$ cat config.mk
export PLATFORM = sky130hd
export DESIGN_NAME = cmp_minmax_seq
export DESIGN_NICKNAME = d
export VERILOG_FILES = /design/src/rtl/cmp_minmax_seq.sv
export SDC_FILE = /design/constraint.sdc
export NUM_CORES = 1
export LEC_CHECK = 0
export BUFFER_PORTS_ARGS = -buffer_cell sky130_fd_sc_hd__clkbuf_2
export CORE_ASPECT_RATIO = 1.2
export CORE_UTILIZATION = 25
export CTS_CLUSTER_DIAMETER = 120
export DETAILED_ROUTE_END_ITERATION = 7
export RECOVER_POWER = 25
export SLEW_MARGIN = 20
export SYNTH_ARGS = -nofsm -noshare
export SYNTH_HDL_FRONTEND = slang
export SYNTH_SLANG_ARGS = --single-unit
export TNS_END_PERCENT = 5
$ cat constraint.sdc
create_clock -name clk -period 3.2 [get_ports clk]
set_input_delay 0.64 -clock clk [delete_from_list [all_inputs] [get_ports clk]]
set_output_delay 0.64 -clock clk [all_outputs]
set_load 0.01 [all_outputs]
$ cat src/rtl/cmp_minmax_seq.sv
// cmp_minmax_seq: finds the unsigned maximum and minimum of a burst of samples
// using one shared magnitude comparator, time-multiplexed between the running
// max (CMP_MAX) and the running min (CMP_MIN).
// Optional feature macro: CMP_IDX_EN adds max_idx/min_idx (burst position of
// each retained extreme).
module cmp_minmax_seq #(
    parameter int unsigned DATA_W = 8,
    parameter int unsigned LEN_W  = 8
) (
    input  logic              clk,
    input  logic              rst_n,
    input  logic              start,
    input  logic [LEN_W-1:0]  len,
    input  logic              abort,
    input  logic              in_valid,
    input  logic [DATA_W-1:0] in_data,
    output logic              in_ready,
    output logic              busy,
    output logic              out_valid,
    input  logic              out_ready,
    output logic [DATA_W-1:0] max_val,
    output logic [DATA_W-1:0] min_val
`ifdef CMP_IDX_EN
   ,output logic [LEN_W-1:0]  max_idx,
    output logic [LEN_W-1:0]  min_idx
`endif
);

    localparam logic [2:0] S_IDLE    = 3'd0;
    localparam logic [2:0] S_ACCEPT  = 3'd1;
    localparam logic [2:0] S_CMP_MAX = 3'd2;
    localparam logic [2:0] S_CMP_MIN = 3'd3;
    localparam logic [2:0] S_DONE    = 3'd4;

    logic [2:0]        state_q;
    logic [2:0]        state_d;
    logic [LEN_W-1:0]  len_q;
    logic [LEN_W-1:0]  count_q;
    logic              first_q;
    logic [DATA_W-1:0] sample_q;

    logic              start_acc;
    logic              take_sample;
    logic              upd_max;
    logic              upd_min;
    logic              step;

    logic [DATA_W-1:0] cmp_b_c;
    logic              cmp_gt_c;
    logic              cmp_lt_c;

    // Shared comparator: operand b follows the phase (max first, then min)
    always_comb begin
        cmp_b_c  = (state_q == S_CMP_MAX) ? max_val : min_val;
        cmp_gt_c = (sample_q > cmp_b_c);
        cmp_lt_c = (sample_q < cmp_b_c);
    end

    // Next-state and datapath enables; abort overrides everything
    always_comb begin
        state_d     = state_q;
        start_acc   = 1'b0;
        take_sample = 1'b0;
        upd_max     = 1'b0;
        upd_min     = 1'b0;
        step        = 1'b0;
        if (abort) begin
            state_d = S_IDLE;
        end else begin
            case (state_q)
                S_IDLE: begin
                    if (start && (len != '0)) begin
                        start_acc = 1'b1;
                        state_d   = S_ACCEPT;
                    end
                end
                S_ACCEPT: begin
                    if (in_valid) begin
                        take_sample = 1'b1;
                        state_d     = S_CMP_MAX;
                    end
                end
                S_CMP_MAX: begin
                    upd_max = first_q || cmp_gt_c;
                    state_d = S_CMP_MIN;
                end
                S_CMP_MIN: begin
                    upd_min = first_q || cmp_lt_c;
                    step    = 1'b1;
                    state_d = (count_q == (len_q - LEN_W'(1))) ? S_DONE : S_ACCEPT;
                end
                S_DONE: begin
                    if (out_ready) begin
                        state_d = S_IDLE;
                    end
                end
                default: state_d = S_IDLE;
            endcase
        end
    end

    // State register
    always_ff @(posedge clk or negedge rst_n) begin
        if (!rst_n) begin
            state_q <= S_IDLE;
        end else begin
            state_q <= state_d;
        end
    end

    // Registered status outputs decoded from the upcoming state
    always_ff @(posedge clk or negedge rst_n) begin
        if (!rst_n) begin
            in_ready  <= 1'b0;
            busy      <= 1'b0;
            out_valid <= 1'b0;
        end else begin
            in_ready  <= (state_d == S_ACCEPT);
            busy      <= (state_d != S_IDLE);
            out_valid <= (state_d == S_DONE);
        end
    end

    // Burst bookkeeping and running extremes (ties never update)
    always_ff @(posedge clk or negedge rst_n) begin
        if (!rst_n) begin
            len_q    <= '0;
            count_q  <= '0;
            first_q  <= 1'b0;
            sample_q <= '0;
            max_val  <= '0;
            min_val  <= '1;
`ifdef CMP_IDX_EN
            max_idx  <= '0;
            min_idx  <= '0;
`endif
        end else begin
            if (start_acc) begin
                len_q   <= len;
                count_q <= '0;
                first_q <= 1'b1;
            end
            if (take_sample) begin
                sample_q <= in_data;
            end
            if (upd_max) begin
                max_val <= sample_q;
`ifdef CMP_IDX_EN
                max_idx <= count_q;
`endif
            end
            if (upd_min) begin
                min_val <= sample_q;
`ifdef CMP_IDX_EN
                min_idx <= count_q;
`endif
            end
            if (step) begin
                count_q <= count_q + LEN_W'(1);
                first_q <= 1'b0;
            end
        end
    end

endmodule

==> impl_metrics.csv <==
group,metric,value,unit
timing,setup_viol,0,
final_layout,final_nets,300,
clock_network,htree_levels,2,
setup_path,worstPathCellList,"nor2b_1 > buf_4 > nand2_1 > mux2i_1 > ha_1 > nand3_1 > o221a_1 > o21ai_1 > a21oi_1 > or3_1 > mux2_4",
routing,drtIter0Drc,59,
status,violations,"max-capacitance violations, max-slew violations",
global_route,grt_overflow,0,
synthesis,synth.distinct_cells,47,
power_and_ir_drop,power_leakage,0.00135,uW
final_layout,final_cell_mix,"39 x dfrtp_1, 39 x clkbuf_2, 22 x mux2_2, 18 x o21ai_0, 17 x nand2_1",
setup_path,worstPathArrival,3.12,ns
flow_run,maxCapViolations,1,
timing,fin_crit,2.95,ns
synthesis,ys_seq_area_frac,0.465,
floorplan,die-area,10600,um^2
synthesis,synth_top_family_by_area,"multiplexers",
routing,wl_per_cell,13.6,um
timing,timing.final.crit_share,0.921,
timing,max_slew.worst_pin.slew,1.77,ns
synthesis,syn_nets,258,
floorplan,ios,41,
synthesis,synth-edff-count,0,
timing,fin_worst_skew,0.00293,ns
synthesis,synthAdderAreaFrac,0.0491,
clock_network,numClockSinks,47,
synthesis,synth_seq_cells,47,
setup_path,path_class,"reg2reg",
synthesis,avgSynthCellArea,11.3,um^2
power_and_ir_drop,p_total,2180,uW
hold_path,holdCritPathClass,"reg2reg",
placement,dp.final_hpwl,3960,um
synthesis,yosys.area_share.simple,0.132,
power_and_ir_drop,powerDensity,722,nW/um^2
global_route,grt_pass1_vias,1913,
setup_path,crit_slowest_cell,"or3_1",
clock_network,ctsHoldBuffers,0,
routing,vias,1820,
final_layout,fin_util,0.303,
clock_network,cts_setup_buffers,0,
clock_network,cts_made_buffers,5,
timing,tns,0,ns
floorplan,die_x,94.2,um
setup_path,cp_slowest_stage_delay,0.55,ns
synthesis,synth_area,2550,um^2
setup_path,cp_num_buf_inv,1,
synthesis,synth_cells,226,
floorplan,row_count,40,
setup_path,cp-start-kind,"register",
routing,drcViolationCount,0,
status,outcome,"finished, violations left",
synthesis,async_flop_share,1.00,
clock_network,path_clk_slew,0.06,ns
setup_path,required,3.37,ns
clock_network,cts_tree,"done",
clock_network,clock_latency,0.29,ns
timing,max_freq,0.339,GHz
routing,ant_nets,0,
setup_path,crit_family,"simple AND/OR/NAND/NOR gates",
setup_path,endpoint_kind,"register",
global_route,antenna_found_initial,0,
clock_network,cts_max_path_buffers,2,
placement,port_buffers,40,
routing,avgViaCountPerCell,4.61,
final_layout,drive_gt1_frac,0.357,
setup_path,path_max_fanout,8,
timing,holdWs,0.528,ns
floorplan,core_area,9960,um^2
timing,maxSlewHeadroom,-0.182,
synthesis,synthMuxAreaShare,0.172,
routing,totalWireLength,5370,um
floorplan,die_height,113,um
synthesis,synth_compound_area_frac,0.114,
synthesis,yosys.area_share.xor_xnor,0.0343,
synthesis,synth_top_flop_cell,"dfrtp_1",
global_route,grt_pass1_wl,9110,um
timing,finalHoldViolCount,0,
clock_network,cts_root_buf,"clkbuf_16",
global_route,grt_max_degree,34,
routing,drt_first_pass_iters,4,
timing,slew_violations,34,
global_route,grtUsageTotal,0.111,
final_layout,insertedDiodeCount,0,
floorplan,start_util,0.256,
final_layout,syn_to_final_growth,18.4,%
timing,rsz0062_at_grt,"no",
synthesis,yosys_warnings,0,
placement,gp_congestion,0.719,
power_and_ir_drop,vdd_drop_max,0.000336,V
==> area by class of cell <==
class | instances | area, um^2
clock buffers | 7 | 133
clock inverters | 1 | 5.00
fillers | 1026 | 6940
inverters | 9 | 33.8
multi-input cells | 162 | 1280
flip-flops and latches | 47 | 1190
well taps | 126 | 158
repair buffers | 43 | 221
==> power breakdown <==
group	leakage (uW)	switching (uW)	internal (uW)
logic	0.000704	333	388
clock network	0.0000679	219	289
registers	0.000578	170	781
total	0.00135	722	1460
==> sequential cells by signal, summed over array words and instances (netlist names) <==
register / cells
min_val: 8
out_valid: 1
sample_q: 8
count_q: 8
busy: 1
state_q: 3
in_ready: 1
len_q: 8
first_q: 1
max_val: 8
==> metrics by stage <==
stage,instance area [um^2],worst slack (ns),instances
floorplan,2550,0.336,226
global placement,2880,0.243,387
detailed placement,2880,0.128,387
CTS,3020,0.102,395
global route,3020,0.0686,395
finish,3020,0.253,395
==> Yosys cell counts (2+ instances only) <==
cell type  count  area (um^2)
a21o_1         2         15.0
a21oi_1        8         40.0
a31o_1         2         17.5
a31oi_1        4         25.0
and2_1         2         12.5
buf_2          2         10.0
buf_6          2         22.5
clkbuf_1       3         11.3
dfrtp_1       39          976
dfstp_2        8          210
ha_1          10          125
inv_1          9         33.8
mux2_2        22          248
mux2_4         8          120
mux2i_1        7         70.1
nand2_1       17         63.8
nand2b_1       2         12.5
nand3_1        3         15.0
nand3b_1       2         15.0
nand4_1        4         25.0
nor2_1         8         30.0
nor2b_1        2         12.5
nor3_1         4         20.0
nor3_2         2         20.0
nor4_1         3         18.8
o21ai_0       18         90.1
o21ai_1        2         10.0
or3_1          4         25.0
xnor2_1        6         52.6
xor2_1         4         35.0
==> kinds of logic (layout without fill, tap and decap cells) <==
kind of cell,count (synthesis),count (layout)
fa+ha+maj,10,10
flops,47,47
buf+inv,17,60
simple gates,60,60
xor+xnor,10,10
mux,37,37
compound gates,45,45
==> worst paths after layout <==
kind / from / end / slack [ns] / depth (start not counted)
max in group asynchronous: rst_n / max_val[7]$_DFFE_PN0P_ / 1.36 / 1
min in group asynchronous: rst_n / sample_q[1]$_DFFE_PN0P_ / 0.82 / 1
worst min register to register: first_q$_DFFE_PN0P_ / first_q$_DFFE_PN0P_ / 0.53 / 1
worst max-delay path: state_q[2]$_DFF_PN0_ / max_val[2]$_DFFE_PN0P_ / 0.25 / 11
worst max register to register: state_q[2]$_DFF_PN0_ / max_val[2]$_DFFE_PN0P_ / 0.25 / 11
worst min-delay path: first_q$_DFFE_PN0P_ / first_q$_DFFE_PN0P_ / 0.53 / 1
==> layer usage <==
layer,GRT usage,vias to the layer above,share of wire
met5,0,-,0
met4,0.0349,0,0.014
met3,0.0291,6,0.046
met2,0.195,40,0.49
met1,0.131,874,0.45
li1,-,900,-
==> what timing repair did <==
action                                 4_1_cts  5_1_grt
setup endpoints to repair                    0        8
resized for setup                            0        1
endpoints found under the hold margin        0        0
(Power assumes the default switching activity.)
